--- config.mk ---
export PLATFORM = sky130hd
export DESIGN_NAME = kbd_bcd_entry
export DESIGN_NICKNAME = d
export VERILOG_FILES = /design/src/rtl/kbd_bcd_entry.sv
export SDC_FILE = /design/constraint.sdc
export NUM_CORES = 1
export LEC_CHECK = 0
export CORE_AREA = 3 3 60 62
export DETAILED_ROUTE_END_ITERATION = 12
export DIE_AREA = 0 0 63 65
export PLACE_DENSITY = 0.91
export SLEW_MARGIN = 30
export SYNTH_ARGS = -nofsm -noshare
export SYNTH_HDL_FRONTEND = slang
export SYNTH_SLANG_ARGS = --single-unit
export TNS_END_PERCENT = 1
--- constraint.sdc ---
create_clock -name clk -period 5.6 [get_ports clk]
set_clock_uncertainty 0.2 [all_clocks]
set_input_delay 0.56 -clock clk [delete_from_list [all_inputs] [get_ports clk]]
set_output_delay 0.56 -clock clk [all_outputs]
set_load 0.01 [all_outputs]
--- src/rtl/kbd_bcd_entry.sv ---
// Keypad-style decimal entry from PS/2 set-2 make codes into 3-digit BCD with a valid/ready hold.
// Optional feature: define KBD_BACKSPACE_EN to enable Backspace (0x66) editing while entering.
module kbd_bcd_entry #(
    parameter int unsigned MAX_VALUE = 255
) (
    input  logic       clk,
    input  logic       rst_n,
    input  logic [7:0] scan_code,
    input  logic       scan_valid,
    output logic [9:0] bcd,
    output logic       bcd_valid,
    input  logic       bcd_ready,
    output logic [1:0] digit_cnt,
    output logic       err
);

    localparam int unsigned DIG_W = 4;
    localparam int unsigned VAL_W = 10;

    typedef enum logic [1:0] {
        S_IDLE  = 2'd0,
        S_ENTRY = 2'd1,
        S_HOLD  = 2'd2
    } state_t;

    state_t             r_state;
    state_t             w_state_nxt;
    logic [DIG_W-1:0]   r_hund, r_tens, r_ones;
    logic [DIG_W-1:0]   w_hund_nxt, w_tens_nxt, w_ones_nxt;
    logic [1:0]         r_cnt, w_cnt_nxt;
    logic               r_err, w_err_nxt;
    logic               r_valid, w_valid_nxt;

    logic               w_is_digit;
    logic [DIG_W-1:0]   w_digit;
    logic               w_key_digit, w_key_enter, w_key_esc;
    logic [VAL_W-1:0]   w_value;
    logic               w_over;
`ifdef KBD_BACKSPACE_EN
    logic               w_key_bksp;
`endif

    // Set-2 make code to decimal digit
    always_comb begin
        w_is_digit = 1'b1;
        w_digit    = 4'd0;
        case (scan_code)
            8'h45:   w_digit = 4'd0;
            8'h16:   w_digit = 4'd1;
            8'h1E:   w_digit = 4'd2;
            8'h26:   w_digit = 4'd3;
            8'h25:   w_digit = 4'd4;
            8'h2E:   w_digit = 4'd5;
            8'h36:   w_digit = 4'd6;
            8'h3D:   w_digit = 4'd7;
            8'h3E:   w_digit = 4'd8;
            8'h46:   w_digit = 4'd9;
            default: w_is_digit = 1'b0;
        endcase
    end

    assign w_key_digit = scan_valid && w_is_digit;
    assign w_key_enter = scan_valid && (scan_code == 8'h5A);
    assign w_key_esc   = scan_valid && (scan_code == 8'h76);
`ifdef KBD_BACKSPACE_EN
    assign w_key_bksp  = scan_valid && (scan_code == 8'h66);
`endif

    // Hundreds is kept at full BCD width so 3xx..9xx can be detected and rejected
    assign w_value = VAL_W'(r_hund) * VAL_W'(100) + VAL_W'(r_tens) * VAL_W'(10) + VAL_W'(r_ones);
    assign w_over  = 32'(w_value) > MAX_VALUE;

    always_ff @(posedge clk or negedge rst_n) begin
        if (!rst_n) begin
            r_state <= S_IDLE;
            r_hund  <= '0;
            r_tens  <= '0;
            r_ones  <= '0;
            r_cnt   <= '0;
            r_err   <= 1'b0;
            r_valid <= 1'b0;
        end else begin
            r_state <= w_state_nxt;
            r_hund  <= w_hund_nxt;
            r_tens  <= w_tens_nxt;
            r_ones  <= w_ones_nxt;
            r_cnt   <= w_cnt_nxt;
            r_err   <= w_err_nxt;
            r_valid <= w_valid_nxt;
        end
    end

    always_comb begin
        w_state_nxt = r_state;
        case (r_state)
            S_IDLE: begin
                if (w_key_digit) w_state_nxt = S_ENTRY;
            end
            S_ENTRY: begin
                if (w_key_enter)    w_state_nxt = w_over ? S_IDLE : S_HOLD;
                else if (w_key_esc) w_state_nxt = S_IDLE;
`ifdef KBD_BACKSPACE_EN
                else if (w_key_bksp && (r_cnt == 2'd1)) w_state_nxt = S_IDLE;
`endif
            end
            S_HOLD: begin
                if (bcd_ready) w_state_nxt = S_IDLE;
            end
            default: w_state_nxt = S_IDLE;
        endcase
    end

    // Digit datapath and registered output next-values
    always_comb begin
        w_hund_nxt  = r_hund;
        w_tens_nxt  = r_tens;
        w_ones_nxt  = r_ones;
        w_cnt_nxt   = r_cnt;
        w_err_nxt   = 1'b0;
        w_valid_nxt = (w_state_nxt == S_HOLD);
        case (r_state)
            S_IDLE, S_ENTRY: begin
                if (w_key_digit && (r_cnt != 2'd3)) begin
                    w_hund_nxt = r_tens;
                    w_tens_nxt = r_ones;
                    w_ones_nxt = w_digit;
                    w_cnt_nxt  = r_cnt + 2'd1;
                end else if ((r_state == S_ENTRY) && (w_key_enter || w_key_esc)) begin
                    if (w_key_esc || w_over) begin
                        w_hund_nxt = '0;
                        w_tens_nxt = '0;
                        w_ones_nxt = '0;
                        w_cnt_nxt  = '0;
                        w_err_nxt  = w_key_enter;
                    end
                end
`ifdef KBD_BACKSPACE_EN
                else if ((r_state == S_ENTRY) && w_key_bksp) begin
                    w_ones_nxt = r_tens;
                    w_tens_nxt = r_hund;
                    w_hund_nxt = '0;
                    w_cnt_nxt  = r_cnt - 2'd1;
                end
`endif
            end
            S_HOLD: begin
                if (bcd_ready) begin
                    w_hund_nxt = '0;
                    w_tens_nxt = '0;
                    w_ones_nxt = '0;
                    w_cnt_nxt  = '0;
                end
            end
            default: begin
                w_hund_nxt = '0;
                w_tens_nxt = '0;
                w_ones_nxt = '0;
                w_cnt_nxt  = '0;
            end
        endcase
    end

    assign bcd       = {r_hund[1:0], r_tens, r_ones};
    assign bcd_valid = r_valid;
    assign digit_cnt = r_cnt;
    assign err       = r_err;

endmodule

Yosys cells after proc, flatten, opt, wreduce, memory -nomap -nowiden --
Index checks and enable logic that the tools add are counted.
Word-level totals: register bits after elaboration 18, word-level logic and storage cells 69
Operators by class: $add $sub $neg 3, multipliers 2, $lt $le $gt $ge 1, equality and inequality tests 19, mux-type cells 26, reductions and logical operators 11
Operators by type and width (count):
- 8-bit by 6-bit == test with 1-bit output, second input constant | 6
- 4-bit one-hot mux with 9 select lines | 1
- 8-bit by 7-bit == test with 1-bit output, second input constant | 4
- 4-bit 2-to-1 mux | 6
- 4-bit one-hot mux with 2 select lines | 3
- 2-bit 2-to-1 mux | 9
- 8-bit by 5-bit == test with 1-bit output, second input constant | 2
- 10-bit by 4-bit adder with 10-bit output | 1
- 10-bit by 8-bit adder with 10-bit output | 1
- 10-bit by 8-bit greater-than comparator with 1-bit output, second input constant | 1
- 10-bit OR reduction | 1
- 4-bit by 5-bit multiplier with 8-bit output, second input constant | 1
- 4-bit by 3-bit multiplier with 7-bit output, second input constant | 1
- 3-bit inequality test, second input constant | 2
- 2-bit one-hot mux with 3 select lines | 1
- 1-bit logical AND | 5
- 1-bit 2-to-1 mux | 5
- 2-bit == test, second input constant | 2
- 2-bit inequality test, second input constant | 2
- 2-bit one-hot mux with 2 select lines | 1
- 3-bit AND reduction | 1
- 2-bit by 1-bit adder with 2-bit output, second input constant | 1
- 2-bit by 1-bit == test with 1-bit output, second input constant | 1
- 2-bit logical NOT | 1
- other kinds (2) | 3

Longest topological paths before layout --
Gate-level depths: netlist of the first run.
depth in word-level cells 9, gate-level depth with buffers 14, gate-level depth less buffers 13

Worst setup path after synthesis of the first run --
Ideal clock, no wire load.
path kind reg-to-reg, from register r_tens[1], to register r_hund[2], arrival 3.038 ns, data required time 5.275 ns, slack 2.237 ns, cell stages (with the launch flop) 14, path buffers 1, period minus slack after synthesis 3.363 ns, cell sequence dfrtp_1 > ha_1 > ha_1 > fa_1 > xor2_1 > ha_1 > ha_1 > a21oi_1 > o21ai_0 > nor2_1 > xnor2_1 > a21oi_2 > buf_4 > o21ai_2
On the way: longest elaborated chain between the ends 7
Ends and longest elaborated chain:
- start: declaration | RTL line 28 | logic [DIG_W-1:0] r_hund, r_tens, r_ones;
- start signal: assignment | RTL line 85 | r_tens <= w_tens_nxt;
- 4-bit by 3-bit multiplier with 7-bit output | RTL line 70 | assign w_value = VAL_W'(r_hund) * VAL_W'(100) + VAL_W'(r_tens) * VAL_W'(10) + VAL_W'(r_ones);
- 10-bit by 8-bit adder with 10-bit output | RTL line 70
- 10-bit by 4-bit adder with 10-bit output | RTL line 70
- 10-bit by 8-bit greater-than comparator with 1-bit output | RTL line 71 | assign w_over = 32'(w_value) > MAX_VALUE;
- 1-bit logical OR | RTL line 129 | if (w_key_esc || w_over) begin
- 3-bit inequality test (no line)
- 3-bit AND reduction (no line)
- end signal: assignment | RTL line 84 | r_hund <= w_hund_nxt;
- end: declaration | RTL line 28
Every way passes these cells. A chain may end at the register's enable or synchronous reset.

Final worst setup path of the first run --
from register r_tens[3], to register r_tens[1]
On the way: longest elaborated chain between the ends 7
Ends and longest elaborated chain (RTL line):
- 4-bit by 3-bit multiplier with 7-bit output | 70
- 10-bit by 8-bit adder with 10-bit output | 70
- 10-bit by 4-bit adder with 10-bit output | 70
- 10-bit by 8-bit greater-than comparator with 1-bit output | 71
- 1-bit logical OR | 129
- 3-bit inequality test (no line)
- 3-bit AND reduction (no line)
Every way passes these cells.

==> impl_metrics.tcl, run 1 <==
set metrics [dict create \
    post_synth_instance_area_um2 1840 \
    postCtsSetupBuffers 0 \
    first_global_vias 1499 \
    cts_buffers 3 \
    syn2layout_area_growth_pct 14.3 \
    crit_path_max_fanout 15 \
    synth_seq_cells 18 \
    timing.setup.tns_ns 0 \
    vdd_drop_max_uv 219 \
    critPathMostFrequentCell "ha_1" \
    die_w_um 63 \
    synthDominantCellAreaShare 0.244 \
    die-height_um 65 \
    placer_s_final_routability_congestion_estimate 0.925 \
    final_cell_count_no_fill 250 \
    cts_htree_levels 1 \
    vias 1490 \
    grt_use_total 0.207 \
    ctsRootBufferMaster "clkbuf_4" \
    tritoncts_num_sinks 18 \
    overflow 0 \
    worst_ep_arrival_time_ns 3.67 \
    placed_cell_area_um2 2060 \
    hpwlAfterDp_um 2900 \
    cts_tree "yes" \
    synth-edff-count 0 \
    port_buffers 25 \
    totalWireLength_um 3790 \
    dr.first_iter.drc_count 119 \
    max_buffers_root_to_sink 2 \
    finalWorstPathRequiredPeriod_ns 3.71 \
    setup.worst_path.class "flip-flop to flip-flop" \
    cts_hold_buffers 0 \
    worst_slew_pin_slew_ns 0.789 \
    rsz_0062_raised_after_global_routing "no" \
    antenna_violating_nets_post_route 0 \
    number_of_vias_per_cell 5.96 \
    cellLeakagePower_nw 0.953 \
    grt_max_degree 19 \
    drt_first_pass_iters 4 \
    layout_worst_path_cycle_share 0.662 \
    worstPathCellList "ha_1 > ha_1 > fa_1 > xor2_1 > ha_1 > ha_1 > a21oi_1 > o21ai_0 > nor2_1 > xnor2_1 > a21oi_4 > o21ai_0" \
    yosys-top-cells-count "ha_1, dfrtp_1, nand2_1" \
    yosysSeqAreaShare 0.244 \
    ys_async_sr_fraction 1.00 \
    post_cts.resized_instances 0 \
    status "complete, no violations" \
    worst_hold_path.num_cells 1 \
    cp_slowest_cell "a21oi_4" \
    finish.instance_area_um2 2110 \
    final.fill_count 244 \
    cap_violations 0 \
    yosys-top-cells-area "dfrtp_1, ha_1, fa_1, o21ai_2, a22oi_1" \
    design.die.area_um2 4100 \
    setup.worst_path.start_class "flip-flop" \
    fin_nets 248 \
    crit_path_max_incr_delay_ns 0.50 \
    drc_errors 0 \
    pin_count 26 \
    critical_path_required_ns 5.56 \
    antenna_found_initial 0 \
    synth_area_per_cell_um2 9.86 \
    core-area_um2 3080 \
    synth_nets 228 \
    synthMostInstantiatedCell "ha_1" \
    power_density_nw_per_um2 236 \
    worstSkewPairLatency_ns 0.29 \
    synth_flop_cell "dfrtp_1" \
    report.final.setup_viol 0 \
    worst_setup_path_end_kind "flip-flop" \
    power_mw 0.498 \
    synth.distinct_cells 47 \
    syn_inst 187 \
    ys_warn_count 0 \
    max_slew_margin 0.473 \
    hold_class "flip-flop to flip-flop" \
    grt_pass1_wl_um 6910 \
    reg2reg_depth 12 \
    setup.reg_to_reg.worst_slack_ns 1.89 \
    clk_pin_slew_worst_paths_ns 0.11 \
    initial_standard_cell_utilization_of_the_core 0.599 \
    insertedDiodeCount 0 \
    post_drt_wl_per_cell_um 15.2 \
    drv_slew 0 \
    drive_gt1_frac 0.194 \
    synthDominantAreaCellType "dfrtp_1" \
    placement_row_count 20 \
    place_inst 246 \
    hold_violations 0 \
    max_freq_mhz 270 \
]
==> stage by stage <==
stage / worst slack [ns] / hold slack (ns) / utilization
after floorplan: 2.24 / 0.0644 / -
after global placement: 1.69 / 0.312 / 0.668
after detailed placement: 1.62 / 0.322 / 0.668
after CTS: 1.63 / 0.336 / 0.680
after global routing: 1.56 / 0.382 / 0.684
final: 1.89 / 0.342 / 0.684
==> cells by family (layout without fill, tap and decap cells) <==
logic type,Yosys count,count (layout),synth area share
AO/OA/AOI/OAI,54,54,0.215
XOR/XNOR,9,9,0.0509
adder cells (fa/ha/maj),29,29,0.217
buffers and inverters,19,38,0.0686
flip-flops,18,18,0.244
multiplexers,3,3,0.0183
AND/OR/NAND/NOR,55,55,0.186
==> state kept, by name, summed over array words and instances (netlist names) <==
register and count:
bcd_valid 1, digit_cnt 2, err 1, r_hund 4, r_ones 4, r_state 2, r_tens 4
==> cells in the final DEF (no fill, tap or decap), types with 3 or more instances in the layout <==
master           synthesis  final
a21oi_1                 11     11
ha_1                    24     24
xnor2_1                  5      5
nand2_1                 13     13
clkdlybuf4s50_1          0     25
nor3_1                   3      3
nor2_1                   6      6
nor2b_1                  3      3
nand4_1                  5      5
dfrtp_1                 18     18
nand2b_1                 3      3
clkbuf_4                 0      3
o21ai_0                  6      6
fa_1                     5      5
nand2_2                 10     10
inv_1                    9      9
a22oi_1                 11     11
o21ai_2                 10     10
==> critical path: cells and delay by family, from the launching register on <==
| kind | cells | cell delay, ns |
|---|---|---|
| xor gates and xnor gates | 2 | 0.30 |
| AOI/OAI and AO/OA | 4 | 0.92 |
| and+or+nand+nor | 1 | 0.12 |
| adders and majority gates | 5 | 1.53 |
| DFF | 1 | 0.49 |
==> final timing paths <==
path / from / to
min in group asynchronous: rst_n / r_ones[3]
min: r_state[1] / r_state[0]
max in group asynchronous: rst_n / r_state[0]
max: r_tens[3] / r_tens[1]
min reg2reg: r_state[1] / r_state[0]
max reg2reg: r_tens[3] / r_tens[1]
==> where the power goes <==
| group | internal (mW) | leakage, nW | switching, mW |
|---|---|---|---|
| registers | 0.153 | 0.240 | 0.0422 |
| clock network | 0.0396 | 0.0210 | 0.0413 |
| logic | 0.110 | 0.692 | 0.111 |
| total | 0.303 | 0.953 | 0.195 |
==> per-layer routing <==
metal	track usage	wire, um	vias to the layer above
met3	0.0399	156	0
li1	-	-	722
met2	0.337	1820	39
met4	0.0165	0	0
met5	0	0	-
met1	0.295	1810	729
==> area by class of cell <==
type / instances / area [um2] / share of cell area
clock buffer: 4 / 36.3 / 0.0172
inverter: 9 / 33.8 / 0.0160
multi-input combinational: 150 / 1280 / 0.608
sequential: 18 / 450 / 0.214
tap: 44 / 55.1 / 0.0261
timing repair buffer: 25 / 250 / 0.119
No activity file was read; power rests on OpenSTA's default activity.
==> run 2: changes to the inputs <==
CORE_AREA = 3 3 65 67   (was 3 3 60 62)
DIE_AREA = 0 0 68 70   (was 0 0 63 65)
PLACE_DENSITY = 0.82   (was 0.91)
clock period = 3 ns   (was 5.6 ns; I/O delays follow)
==> impl_metrics.tcl, run 2 (synthesis gave the netlist of run 1 again) <==
set metrics [dict create \
    mostFrequentLayoutCell "clkdlybuf4s50_1" \
    setup.reg_to_reg.worst_slack_ns -0.30 \
    core-area_um2 3690 \
    timing.critical_path.from "r_tens[3]" \
    die-height_um 70 \
    power_density_nw_per_um2 459 \
    placer_s_final_routability_congestion_estimate 0.837 \
    max_freq_mhz 303 \
    fin_nets 267 \
    rsz_0062_raised_after_global_routing "yes" \
    layout_worst_path_cycle_share 1.10 \
    worstPathCellList "ha_4 > ha_4 > fa_2 > ha_1 > ha_1 > nand4_1 > a21oi_2 > nor2_2 > xnor2_2 > a21oi_4 > buf_12 > o211ai_1" \
    placed_cell_area_um2 2280 \
    setup_slack_ns -0.301 \
    drive_gt1_frac 0.373 \
    violations_in_the_final_reports "setup timing" \
    worst_setup_path_end_kind "flip-flop" \
    first_global_vias 1485 \
    critical_path.endpoint "r_ones[3]" \
    worst_ep_arrival_time_ns 3.27 \
    cts_htree_levels 1 \
    cap_violations 0 \
    syn2layout_area_growth_pct 32.9 \
    design.die.area_um2 4760 \
    combinationalPowerShare 0.538 \
    vias 1583 \
    grt_max_degree 19 \
    report.final.setup_viol 17 \
    cts_buffers 3 \
    grt_use_total 0.194 \
    antenna_violating_nets_post_route 0 \
    commonest_cells_after_routing_fill_and_taps_aside "clkdlybuf4s50_1, buf_4, nand2_1, ha_1, dfrtp_1" \
    reg2reg_depth 12 \
    cts_tree "yes" \
    worst_slew_pin_slew_ns 0.819 \
    vdd_drop_max_uv 334 \
    overflow 0 \
    clk_pin_slew_worst_paths_ns 0.07 \
    power.clock.fraction 0.162 \
    drt_first_pass_iters 4 \
    cp_slowest_cell "fa_2" \
    setup.worst_path.start_class "flip-flop" \
    crit_path_max_incr_delay_ns 0.53 \
    layout_top_registers "r_hund x4, r_ones x4, r_tens x4" \
    hpwlAfterDp_um 3200 \
    dr.first_iter.drc_count 51 \
    max_buffers_root_to_sink 2 \
    switching_share 0.383 \
    antenna_found_initial 0 \
    sequential_cell_fraction_of_total_power 0.301 \
    switching_power_mw 0.431 \
    critical_path_required_ns 2.97 \
    reg_to_reg_start "r_tens[3]" \
    insertedDiodeCount 0 \
    ctsRootBufferMaster "clkbuf_8" \
    totalWireLength_um 4620 \
    cts_hold_buffers 0 \
    critical_path.reg2reg.endpoint "r_ones[3]" \
    drv_slew 0 \
    worstSkewPairLatency_ns 0.26 \
    finish.instance_area_um2 2450 \
    grt_pass1_wl_um 7160 \
    max_slew_margin 0.452 \
    hold_class "input port to async pin" \
    internal_power_mw 0.693 \
    drc_errors 0 \
    cellLeakagePower_nw 1.03 \
    power_mw 1.12 \
    status "finished, violations left" \
    die_w_um 68 \
    number_of_vias_per_cell 5.80 \
    initial_standard_cell_utilization_of_the_core 0.500 \
    dpl_worst_slack_ns -0.315 \
    tritoncts_num_sinks 18 \
    post_drt_wl_per_cell_um 16.9 \
    pin_count 26 \
    crit_path_max_fanout 8 \
    hold_violations 0 \
    placement_row_count 22 \
    port_buffers 25 \
    setup.worst_path.class "flip-flop to flip-flop" \
    finalWorstPathRequiredPeriod_ns 3.30 \
]
## run 2: cell types whose count changed in the layout (fill, tap and decap cells not counted), moves of 3 or more
cell / delta
clkbuf_4: -3
ha_4: +9
buf_4: +17
dfrtp_2: +5
o21ai_0: -4
ha_1: -11
dfrtp_1: -5
## run 2: how the worst min path moves through the flow
stage,from,endpoint,cells after the start
6_report,rst_n,r_tens[2],1
5_1_grt,rst_n,r_tens[2],1
4_1_cts,rst_n,r_tens[2],1
3_5_place_dp,r_state[1],r_state[0],1
3_3_place_gp,r_state[1],r_state[0],1
2_1_floorplan,rst_n,bcd_valid,0
## run 2: critical path, delay by kind of cell, from the launching register on
kind,cells,cell delay [ns]
adder cells (fa/ha/maj),5,1.50
XOR/XNOR,1,0.26
flip-flops,1,0.42
buffers and inverters,1,0.15
AND/OR/NAND/NOR,2,0.23
AO/OA/AOI/OAI,3,0.45
## run 2: power by group through the flow
stage          Sequential, mW  Clock [mW]  Combinational (mW)
2_1_floorplan           0.369           0               0.303
3_3_place_gp            0.338           0               0.531
3_5_place_dp            0.342           0               0.550
4_1_cts                 0.337       0.186               0.569
5_1_grt                 0.345       0.197               0.658
6_report                0.338       0.182               0.604
## run 2: cell type report
type                       instances  area [um2]
fill                             299        1240
inverter                           9        33.8
timing repair buffer              44         423
tap                               48        60.1
clock buffer                       4        45.0
sequential                        18         457
multi-input combinational        150        1430
## run 2: repair_timing
item,CTS,global route
cloned,0,1
pin swaps,1,14
setup buffers,1,0
setup endpoints to repair,17,17
gates resized for setup,3,15
## run 2: routing by layer
metal	share of wire	routed length, um	vias to the layer above	GRT usage
li1	-	-	761	-
met1	0.45	2060	777	0.274
met2	0.51	2350	41	0.294
met3	0.038	177	4	0.0434
met4	0.0052	24	0	0.0530
met5	0	0	-	0
## run 2: stage by stage
stage                     cells  TNS (ns)  hold WS, ns  utilization
after floorplan             187     -1.34       -0.196            -
after global placement      267     -1.23        0.313        0.619
after detailed placement    267     -2.32        0.322        0.619
after CTS                   272     -2.30        0.327        0.638
after global routing        273     -5.56        0.358        0.664
final                       273     -4.05        0.305        0.664
==> run 3: changes to the inputs <==
CORE_AREA = 3 3 60 62   (was 3 3 65 67)
DIE_AREA = 0 0 63 65   (was 0 0 68 70)
PLACE_DENSITY = 0.91   (was 0.82)
clock period = 3.9 ns   (was 3 ns; I/O delays follow)
==> impl_metrics.tcl, run 3 (synthesis gave the netlist of run 1 again) <==
set metrics [dict create \
    status "complete, no violations" \
    worst_ep_arrival_time_ns 3.57 \
    core-area_um2 3080 \
    commonest_cells_after_routing_fill_and_taps_aside "clkdlybuf4s50_1, ha_1, dfrtp_1" \
    drive_gt1_frac 0.198 \
    ctsRootBufferMaster "clkbuf_4" \
    crit_path_max_incr_delay_ns 0.49 \
    rsz_0062_raised_after_global_routing "no" \
    postCtsSetupBuffers 0 \
    critical_path_required_ns 3.89 \
    drt_first_pass_iters 4 \
    cts_buffers 3 \
    vdd_drop_max_uv 313 \
    worst_slew_pin_slew_ns 0.916 \
    syn2layout_area_growth_pct 13.9 \
    die-height_um 65 \
    finalWorstPathRequiredPeriod_ns 3.59 \
    layout_top_registers "r_hund x4, r_ones x4, r_tens x4" \
    mostFrequentLayoutCell "clkdlybuf4s50_1" \
    worstPathCellList "ha_1 > ha_1 > fa_1 > xor2_1 > ha_1 > ha_1 > a21oi_1 > o21ai_0 > nor2_1 > xnor2_1 > a21oi_2 > buf_4 > o21ai_0" \
    dr.first_iter.drc_count 79 \
    antenna_found_initial 0 \
    setup.worst_path.class "flip-flop to flip-flop" \
    setup_slack_ns 0.313 \
    cp_slowest_cell "dfrtp_1" \
    critPathMostFrequentCell "ha_1" \
    crit_path_max_fanout 15 \
    cts_htree_levels 1 \
    max_freq_mhz 279 \
    post_drt_wl_per_cell_um 16.1 \
    initial_standard_cell_utilization_of_the_core 0.599 \
    setup.reg_to_reg.worst_slack_ns 0.31 \
    hpwlAfterDp_um 3150 \
    max_buffers_root_to_sink 2 \
    hold_class "input port to async pin" \
    grt_pass1_wl_um 7090 \
    number_of_vias_per_cell 5.92 \
    max_slew_margin 0.387 \
    clk_pin_slew_worst_paths_ns 0.11 \
    totalWireLength_um 4050 \
    overflow 0 \
    tritoncts_num_sinks 18 \
    design.die.area_um2 4100 \
    pin_count 26 \
    worst_setup_path_end_kind "flip-flop" \
    hold_violations 0 \
    cellLeakagePower_nw 0.952 \
    placer_s_final_routability_congestion_estimate 0.925 \
    worstSkewPairLatency_ns 0.31 \
    grt_max_degree 19 \
    cts_tree "yes" \
    drv_slew 0 \
    cts_hold_buffers 0 \
    insertedDiodeCount 0 \
    antenna_violating_nets_post_route 0 \
    die_w_um 63 \
    fin_nets 249 \
    dpl_worst_slack_ns 0.346 \
    setup.worst_path.start_class "flip-flop" \
    timing.setup.tns_ns 0 \
    drc_errors 0 \
    placement_row_count 20 \
    layout_worst_path_cycle_share 0.920 \
    first_global_vias 1465 \
    port_buffers 25 \
    report.final.setup_viol 0 \
    post_cts.resized_instances 0 \
    grt_use_total 0.217 \
    power_density_nw_per_um2 346 \
    vias 1485 \
    cap_violations 0 \
]
-- run 3: critical path, delay by kind of cell (launching register included) --
family / cells / cell delay (ns)
AOI/OAI and AO/OA: 4 / 0.54
and+or+nand+nor: 1 / 0.12
xor gates and xnor gates: 2 / 0.28
DFF: 1 / 0.49
buffers and inverters: 1 / 0.26
adders and majority gates: 5 / 1.57
-- run 3: per-layer routing --
| metal | track usage | wire length [um] | vias up |
|---|---|---|---|
| met5 | 0 | 0 | - |
| met4 | 0.0413 | 42 | 0 |
| li1 | - | - | 727 |
| met2 | 0.361 | 1990 | 49 |
| met1 | 0.294 | 1810 | 702 |
| met3 | 0.0433 | 208 | 7 |
-- run 3: path summary, 6_finish.rpt --
| kind | startpoint | to | depth (start not counted) |
|---|---|---|---|
| worst max-delay path | r_tens[3] | r_tens[1] | 13 |
| worst min-delay path | rst_n | r_tens[3] | 1 |
| worst max register to register | r_tens[3] | r_tens[1] | 13 |
| worst min register to register | r_state[1] | r_state[0] | 1 |
| max in group asynchronous | rst_n | r_ones[3] | 1 |
| min in group clk | r_state[1] | r_state[0] | 1 |
-- run 3: cell type report --
cell class	instances	area [um2]
clock buffer	4	36.3
fill	254	978
inverter	9	33.8
multi-input combinational	150	1270
sequential	18	450
tap	44	55.1
timing repair buffer	26	258
-- run 3: power breakdown --
| part | internal [mW] | switching [mW] | leakage (nW) |
|---|---|---|---|
| logic | 0.160 | 0.164 | 0.691 |
| clock network | 0.0571 | 0.0645 | 0.0210 |
| registers | 0.220 | 0.0607 | 0.240 |
-- run 3: per-stage QoR --
| stage | hold WS, ns | instances | utilization | power, mW | cell area (um2) |
|---|---|---|---|---|---|
| floorplan | -0.106 | 187 | - | 0.484 | 1840 |
| global placement | 0.306 | 247 | 0.670 | 0.591 | 2060 |
| detailed placement | 0.335 | 247 | 0.670 | 0.606 | 2060 |
| CTS | 0.348 | 251 | 0.682 | 0.728 | 2100 |
| global route | 0.365 | 251 | 0.682 | 0.783 | 2100 |
| finish | 0.323 | 251 | 0.682 | 0.726 | 2100 |
